$ cat config.mk
export PLATFORM = sky130hd
export DESIGN_NAME = hazard_stall_ctrl
export DESIGN_NICKNAME = d
export VERILOG_FILES = /design/src/rtl/hazard_stall_ctrl_pkg.sv /design/src/rtl/hazard_stall_ctrl_perf.sv /design/src/rtl/hazard_stall_ctrl.sv
export SDC_FILE = /design/constraint.sdc
export NUM_CORES = 1
export LEC_CHECK = 0
export CORE_MARGIN = 5
export CORE_UTILIZATION = 24
export DETAILED_ROUTE_END_ITERATION = 7
export PLACE_DENSITY = 0.84
export SLEW_MARGIN = 10
export SYNTH_ARGS = -nofsm -noshare
export SYNTH_HDL_FRONTEND = slang
export SYNTH_HIERARCHICAL = 1
export SYNTH_SLANG_ARGS = --single-unit
export TNS_END_PERCENT = 10
$ cat constraint.sdc
create_clock -name clk -period 1.1 [get_ports clk]
set_input_delay 0.11 -clock clk [delete_from_list [all_inputs] [get_ports clk]]
set_output_delay 0.11 -clock clk [all_outputs]
set_load 0.02 [all_outputs]
$ cat src/rtl/hazard_stall_ctrl_pkg.sv
// Shared types for the hazard/stall controller: register index, the slice of
// the pipeline control word the controller looks at, and the FSM state codes.
package hazard_stall_ctrl_pkg;

  typedef logic [4:0] rv32i_reg;

  typedef struct packed {
    logic read_mem;
    logic write_mem;
    logic write_reg;
  } rv32i_control_word;

  typedef logic [1:0] hzd_state_t;

  localparam hzd_state_t HZD_RUN        = 2'd0;
  localparam hzd_state_t HZD_IMISS      = 2'd1;
  localparam hzd_state_t HZD_DMISS      = 2'd2;
  localparam hzd_state_t HZD_REDIR_WAIT = 2'd3;

endpackage

$ cat src/rtl/hazard_stall_ctrl_perf.sv
// Three saturating performance counters for the hazard controller: stall
// cycles, ID/EX bubbles and IF/ID flushes. Cleared by the synchronous
// active-low reset.
module hazard_perf_counters #(
  parameter int CNT_W = 32
) (
  input  logic             clk_i,
  input  logic             rst_ni,
  input  logic             stall_i,
  input  logic             bubble_i,
  input  logic             flush_i,
  output logic [CNT_W-1:0] stall_cnt_o,
  output logic [CNT_W-1:0] bubble_cnt_o,
  output logic [CNT_W-1:0] flush_cnt_o
);

  logic [CNT_W-1:0] stallCnt_q, bubbleCnt_q, flushCnt_q;

  // Count each event once per cycle, holding at all-ones instead of wrapping
  always_ff @(posedge clk_i) begin
    if (!rst_ni) begin
      stallCnt_q  <= '0;
      bubbleCnt_q <= '0;
      flushCnt_q  <= '0;
    end else begin
      if (stall_i && (stallCnt_q != '1))
        stallCnt_q <= stallCnt_q + 1'b1;
      if (bubble_i && (bubbleCnt_q != '1))
        bubbleCnt_q <= bubbleCnt_q + 1'b1;
      if (flush_i && (flushCnt_q != '1))
        flushCnt_q <= flushCnt_q + 1'b1;
    end
  end

  assign stall_cnt_o  = stallCnt_q;
  assign bubble_cnt_o = bubbleCnt_q;
  assign flush_cnt_o  = flushCnt_q;

endmodule

$ cat src/rtl/hazard_stall_ctrl.sv
// Pipeline hazard/stall controller for the 5-stage RV32I core. Produces the
// per-stage load enables and NOP-insert flushes for load-use bubbles, cache
// miss freezes and taken-branch redirects. Define HAZARD_PERF_CNT_EN to build
// the stall/bubble/flush performance counters; otherwise they read as zero.
module hazard_stall_ctrl
  import hazard_stall_ctrl_pkg::*;
#(
  parameter int CNT_W = 32
) (
  input  logic              clk,
  input  logic              rst,
  input  rv32i_reg          rs1_id_IfId,
  input  rv32i_reg          rs2_id_IfId,
  input  logic              rs1_used_IfId,
  input  logic              rs2_used_IfId,
  input  rv32i_reg          rd_id_IdEx,
  input  rv32i_control_word control_word_IdEx,
  input  rv32i_control_word control_word_ExMem,
  input  logic              br_taken_Ex,
  input  logic              icache_resp,
  input  logic              dcache_resp,
  output logic              load_pc,
  output logic              load_IfId,
  output logic              load_IdEx,
  output logic              load_ExMem,
  output logic              load_MemWb,
  output logic              flush_IfId,
  output logic              flush_IdEx,
  output logic [CNT_W-1:0]  stall_cnt,
  output logic [CNT_W-1:0]  bubble_cnt,
  output logic [CNT_W-1:0]  flush_cnt
);

  hzd_state_t state_q, state_d;
  logic       redirPend_q, redirPend_d;

  logic dmissNow;
  logic imissNow;
  logic loadUse;
  logic staleFetch;
  logic unusedCwBits;

  assign dmissNow = (control_word_ExMem.read_mem | control_word_ExMem.write_mem) & ~dcache_resp;
  assign imissNow = ~icache_resp;

  // x0 is hard-wired zero, so a load targeting it never creates a dependency
  assign loadUse = control_word_IdEx.read_mem & control_word_IdEx.write_reg &
                   (rd_id_IdEx != 5'd0) &
                   ((rs1_used_IfId & (rs1_id_IfId == rd_id_IdEx)) |
                    (rs2_used_IfId & (rs2_id_IfId == rd_id_IdEx)));

  // A redirect is pending in REDIR_WAIT, and also while a D-miss froze it
  assign staleFetch = (state_q == HZD_REDIR_WAIT) | ((state_q == HZD_DMISS) & redirPend_q);

  assign unusedCwBits = ^{control_word_IdEx.write_mem, control_word_ExMem.write_reg};

  // Per-cycle enables/flushes, resolved in priority dmiss > imiss > redirect > load-use
  always_comb begin
    load_pc    = 1'b1;
    load_IfId  = 1'b1;
    load_IdEx  = 1'b1;
    load_ExMem = 1'b1;
    load_MemWb = 1'b1;
    flush_IfId = 1'b0;
    flush_IdEx = 1'b0;
    if (!rst || dmissNow) begin
      load_pc    = 1'b0;
      load_IfId  = 1'b0;
      load_IdEx  = 1'b0;
      load_ExMem = 1'b0;
      load_MemWb = 1'b0;
    end else if (staleFetch) begin
      // PC already holds the branch target; the returning fetch is wrong-path
      load_pc    = 1'b0;
      load_IfId  = icache_resp;
      flush_IfId = icache_resp;
      flush_IdEx = 1'b1;
    end else if (imissNow) begin
      load_pc    = br_taken_Ex;
      load_IfId  = 1'b0;
      flush_IdEx = 1'b1;
    end else if (br_taken_Ex) begin
      flush_IfId = 1'b1;
      flush_IdEx = 1'b1;
    end else if (loadUse) begin
      load_pc    = 1'b0;
      load_IfId  = 1'b0;
      flush_IdEx = 1'b1;
    end
  end

  // Track which miss/redirect condition the pipeline is sitting in
  always_comb begin
    state_d     = state_q;
    redirPend_d = redirPend_q;
    if (!rst) begin
      state_d     = HZD_RUN;
      redirPend_d = 1'b0;
    end else if (dmissNow) begin
      state_d = HZD_DMISS;
    end else if (staleFetch) begin
      if (icache_resp) begin
        state_d     = HZD_RUN;
        redirPend_d = 1'b0;
      end else begin
        state_d = HZD_REDIR_WAIT;
      end
    end else if (imissNow) begin
      if (br_taken_Ex) begin
        state_d     = HZD_REDIR_WAIT;
        redirPend_d = 1'b1;
      end else begin
        state_d = HZD_IMISS;
      end
    end else begin
      state_d = HZD_RUN;
    end
  end

  // State register with synchronous active-low reset
  always_ff @(posedge clk) begin
    if (!rst) begin
      state_q     <= HZD_RUN;
      redirPend_q <= 1'b0;
    end else begin
      state_q     <= state_d;
      redirPend_q <= redirPend_d;
    end
  end

`ifdef HAZARD_PERF_CNT_EN
  logic stallEvt;
  assign stallEvt = rst & ~(load_pc & load_IfId & load_IdEx & load_ExMem & load_MemWb);

  hazard_perf_counters #(
    .CNT_W (CNT_W)
  ) u_perf (
    .clk_i        (clk),
    .rst_ni       (rst),
    .stall_i      (stallEvt),
    .bubble_i     (flush_IdEx),
    .flush_i      (flush_IfId),
    .stall_cnt_o  (stall_cnt),
    .bubble_cnt_o (bubble_cnt),
    .flush_cnt_o  (flush_cnt)
  );
`else
  assign stall_cnt  = '0;
  assign bubble_cnt = '0;
  assign flush_cnt  = '0;
`endif

endmodule

==> flow_metrics.env <==
export IMPL_status="complete, but fails checks"
export IMPL_failed_checks="setup timing"
export IMPL_crit_slowest_cell="or3_1"
export IMPL_synthSimpleGateAreaFrac_pct=6.79
export IMPL_placed_area_mm2=0.00113
export IMPL_ff2ff_path_depth=4
export IMPL_skew_ps=1.09
export IMPL_hold_path_class="in2reg"
export IMPL_grt_pass1_vias=717
export IMPL_final_nets=215
export IMPL_maxSlewViolCount=0
export IMPL_clock_latency_ps=210
export IMPL_final_hold_violation_count=0
export IMPL_ys_seq_area_share_pct=5.71
export IMPL_grt_max_degree=5
export IMPL_routabilityCongestion=0.698
export IMPL_powerDensity_mw_per_mm2=811
export IMPL_timing_rr_start="state_q[0]"
export IMPL_via_per_inst=3.16
export IMPL_muxShareOfSynthArea_pct=0
export IMPL_fp_row_count=24
export IMPL_ios=131
export IMPL_drt_wirelength_per_cell_um=9.41
export IMPL_fin_crit_ps=1460
export IMPL_cp_required_ps=990
export IMPL_synth_seq_cells=3
export IMPL_min_to="state_q[0]"
export IMPL_synthAdderAreaFrac_pct=0
export IMPL_clk_root_buffer_cell="clkbuf_8"
export IMPL_post_route_period_util_pct=132
export IMPL_cp_cell_sequence="buf_6 -> or3_1 -> o311a_1 -> and2_1 -> a21o_1 -> buf_6"
export IMPL_timing_rr_end="state_q[1]"
export IMPL_crit_type="in2out"
export IMPL_syn_instance_count=142
export IMPL_worstHoldPathCells=3
export IMPL_cts_tree="yes"
export IMPL_cpMostUsedCell="buf_6"
export IMPL_final_layout_size_suffix_gt1_share_pct=17.7
export IMPL_clkSinkCount=3
export IMPL_synth_top_family_by_area="buffers and inverters"
export IMPL_maxCapViolCount=0
export IMPL_netlist_area_mm2=0.00105
export IMPL_grt_overflow_total=0
export IMPL_syn_to_final_growth_pct=17.6
export IMPL_combPwrFrac_pct=56.7
export IMPL_firstDrtPassIters=4
export IMPL_cts_path_max_buffers=2
export IMPL_ant_nets=0
export IMPL_cp_max_fo=3
export IMPL_die_h_um=76.2
export IMPL_finalWorstSetupSlack_ps=-357
export IMPL_synth_compound_area_share_pct=7.74
export IMPL_p_leak_nw=0.786
export IMPL_clock_power_share_pct=31.2
export IMPL_path_clk_slew_ps=30
export IMPL_antennaDiodeCount=0
export IMPL_worst_path_buf_inv=2
export IMPL_postLayoutCellArea_mm2=0.00124
export IMPL_cts_max_level=1
export IMPL_synth_xor_area_share_pct=8.33
export IMPL_wirelength_mm=2.24
export IMPL_arrival_ps=1350
export IMPL_grt_setup_unrepaired="yes"
export IMPL_holdCritStartpoint="icache_resp"
export IMPL_yosys_warnings=6
export IMPL_startpoint_type="input port"
export IMPL_vias=751
export IMPL_max_freq_ghz=0.686
export IMPL_power_frac_seq_pct=12.1
export IMPL_grt_usage_pct=6.23
export IMPL_ir_drop_mv=0.280
export IMPL_path_delay_family="simple AND/OR/NAND/NOR gates"
export IMPL_switchingPower_uw=475
export IMPL_drcViolationCount=0
export IMPL_tns_ps=-950
export IMPL_swShare_pct=47.4
export IMPL_core_mm2=0.00429
export IMPL_port_buffer_count=32
export IMPL_synth_cell_types=20
export IMPL_antenna_found_initial=0
export IMPL_end_kind="output port"
export IMPL_finalSetupViolCount=4
export IMPL_avgSynthCellArea_um2=7.40
export IMPL_dieArea_mm2=0.00580
export IMPL_die_w_um=76.2
export IMPL_drt_iter0_drc=7
export IMPL_cts_buffers=3
export IMPL_grt_pass1_wl_mm=3.04
export IMPL_max_stage_delay_ps=370
export IMPL_start_util_pct=24.5
export IMPL_dp_hpwl_mm=1.99
export IMPL_r2r_setup_slack_ps=140
export IMPL_p_int_uw=528
-- Yosys cell counts (all sizes together) --
cell,number,share of area (%)
and2,3,1.8
a21o,1,0.71
o311a,1,0.95
o21bai,1,0.71
nand2,5,1.8
nand4,2,1.2
or3,1,0.60
o211ai,1,0.71
inv,3,1.1
buf,98,70
nor3b,1,0.71
xnor2,10,8.3
dfxtp,3,5.7
conb,1,0.36
o22ai,1,0.60
a21oi,2,0.95
a31oi,2,1.2
nor2,2,0.71
o21ai,4,1.9
-- per-layer routing --
| metal | up-vias | part of all wire, % | wire length (um) | track usage, % |
|---|---|---|---|---|
| met5 | - | 0 | 0 | 0 |
| met4 | 0 | 1.3 | 29 | 1.57 |
| met3 | 4 | 17 | 373 | 2.13 |
| met2 | 66 | 60 | 1340 | 14.6 |
| met1 | 339 | 22 | 497 | 4.10 |
| li1 | 342 | - | - | - |
-- final cells by class --
class | count | area [um^2]
Fill cell | 476 | 3060
Inverter | 3 | 11.3
Clock buffer | 4 | 45.0
Tap cell | 52 | 65.1
Sequential cell | 3 | 61.3
Timing Repair Buffer | 43 | 419
Multi-Input combinational cell | 133 | 634
-- state kept, by name, summed over array words and instances, names as in the netlist --
register	flops
redirPend_q	1
state_q	2
-- how the worst max path moves through the flow --
stage / slack, ps / end / depth (start not counted) / startpoint
after global routing: -400 / flush_IdEx / 6 / rd_id_IdEx[2]
after floorplan: -190 / load_IfId / 3 / rd_id_IdEx[0]
after detailed placement: -1150 / flush_IdEx / 6 / rd_id_IdEx[0]
final: -360 / flush_IdEx / 6 / rd_id_IdEx[2]
after global placement: -1130 / flush_IdEx / 6 / rd_id_IdEx[0]
after CTS: -400 / flush_IdEx / 6 / rd_id_IdEx[2]
-- cell families after synthesis --
logic type             Yosys count
AND/OR/NAND/NOR                 14
AO/OA/AOI/OAI                   13
other                            1
XOR/XNOR                        10
buffers and inverters          101
flip-flops                       3
-- worst reg2reg max path, cell delays in order, from the launching register on --
cell and delay [ps]:
dfxtp_2 310, o21ai_2 140, and2_4 180, o21ai_0 60
and2_1 160
-- power groups by stage --
stage / Combinational (mW) / Sequential (mW) / Clock, mW
after global placement: 0.549 / 0.120 / 0
after CTS: 0.555 / 0.120 / 0.319
after detailed placement: 0.554 / 0.121 / 0
after floorplan: 0.646 / 0.120 / 0
final: 0.569 / 0.122 / 0.312
after global routing: 0.612 / 0.122 / 0.331
-- layout by cell type, fill, tap and decap left out, types with 2 or more instances in the layout --
cell	count
a21oi_1	2
and2_1	2
nand4_1	2
dfxtp_1	2
buf_2	2
dlygate4sd2_1	2
clkdlybuf4s50_1	5
o21ai_0	3
a31oi_1	2
buf_4	16
clkbuf_8	3
inv_1	2
xnor2_1	10
conb_1	96
nand2_1	4
buf_6	3
dlymetal6s2s_1	15
-- what timing repair did --
action                     CTS  global route
gates cloned                 0             0
gates resized for setup     55            23
pin swaps                    8            16
setup endpoints to repair    8             9
setup buffers                0             1
hold buffers                 0             0
-- per-stage QoR --
step                util (%)  power, mW  hold slack [ps]  setup slack (ps)  std cells
finish                  28.8       1.00              314              -357        238
global placement        26.4      0.670              410             -1130        233
CTS                     27.4      0.994              436              -402        237
detailed placement      26.4      0.675              434             -1150        233
global route            28.8       1.06              337              -396        238
floorplan                  -      0.766              182              -192        237
Power figures use the tool's default switching activity.
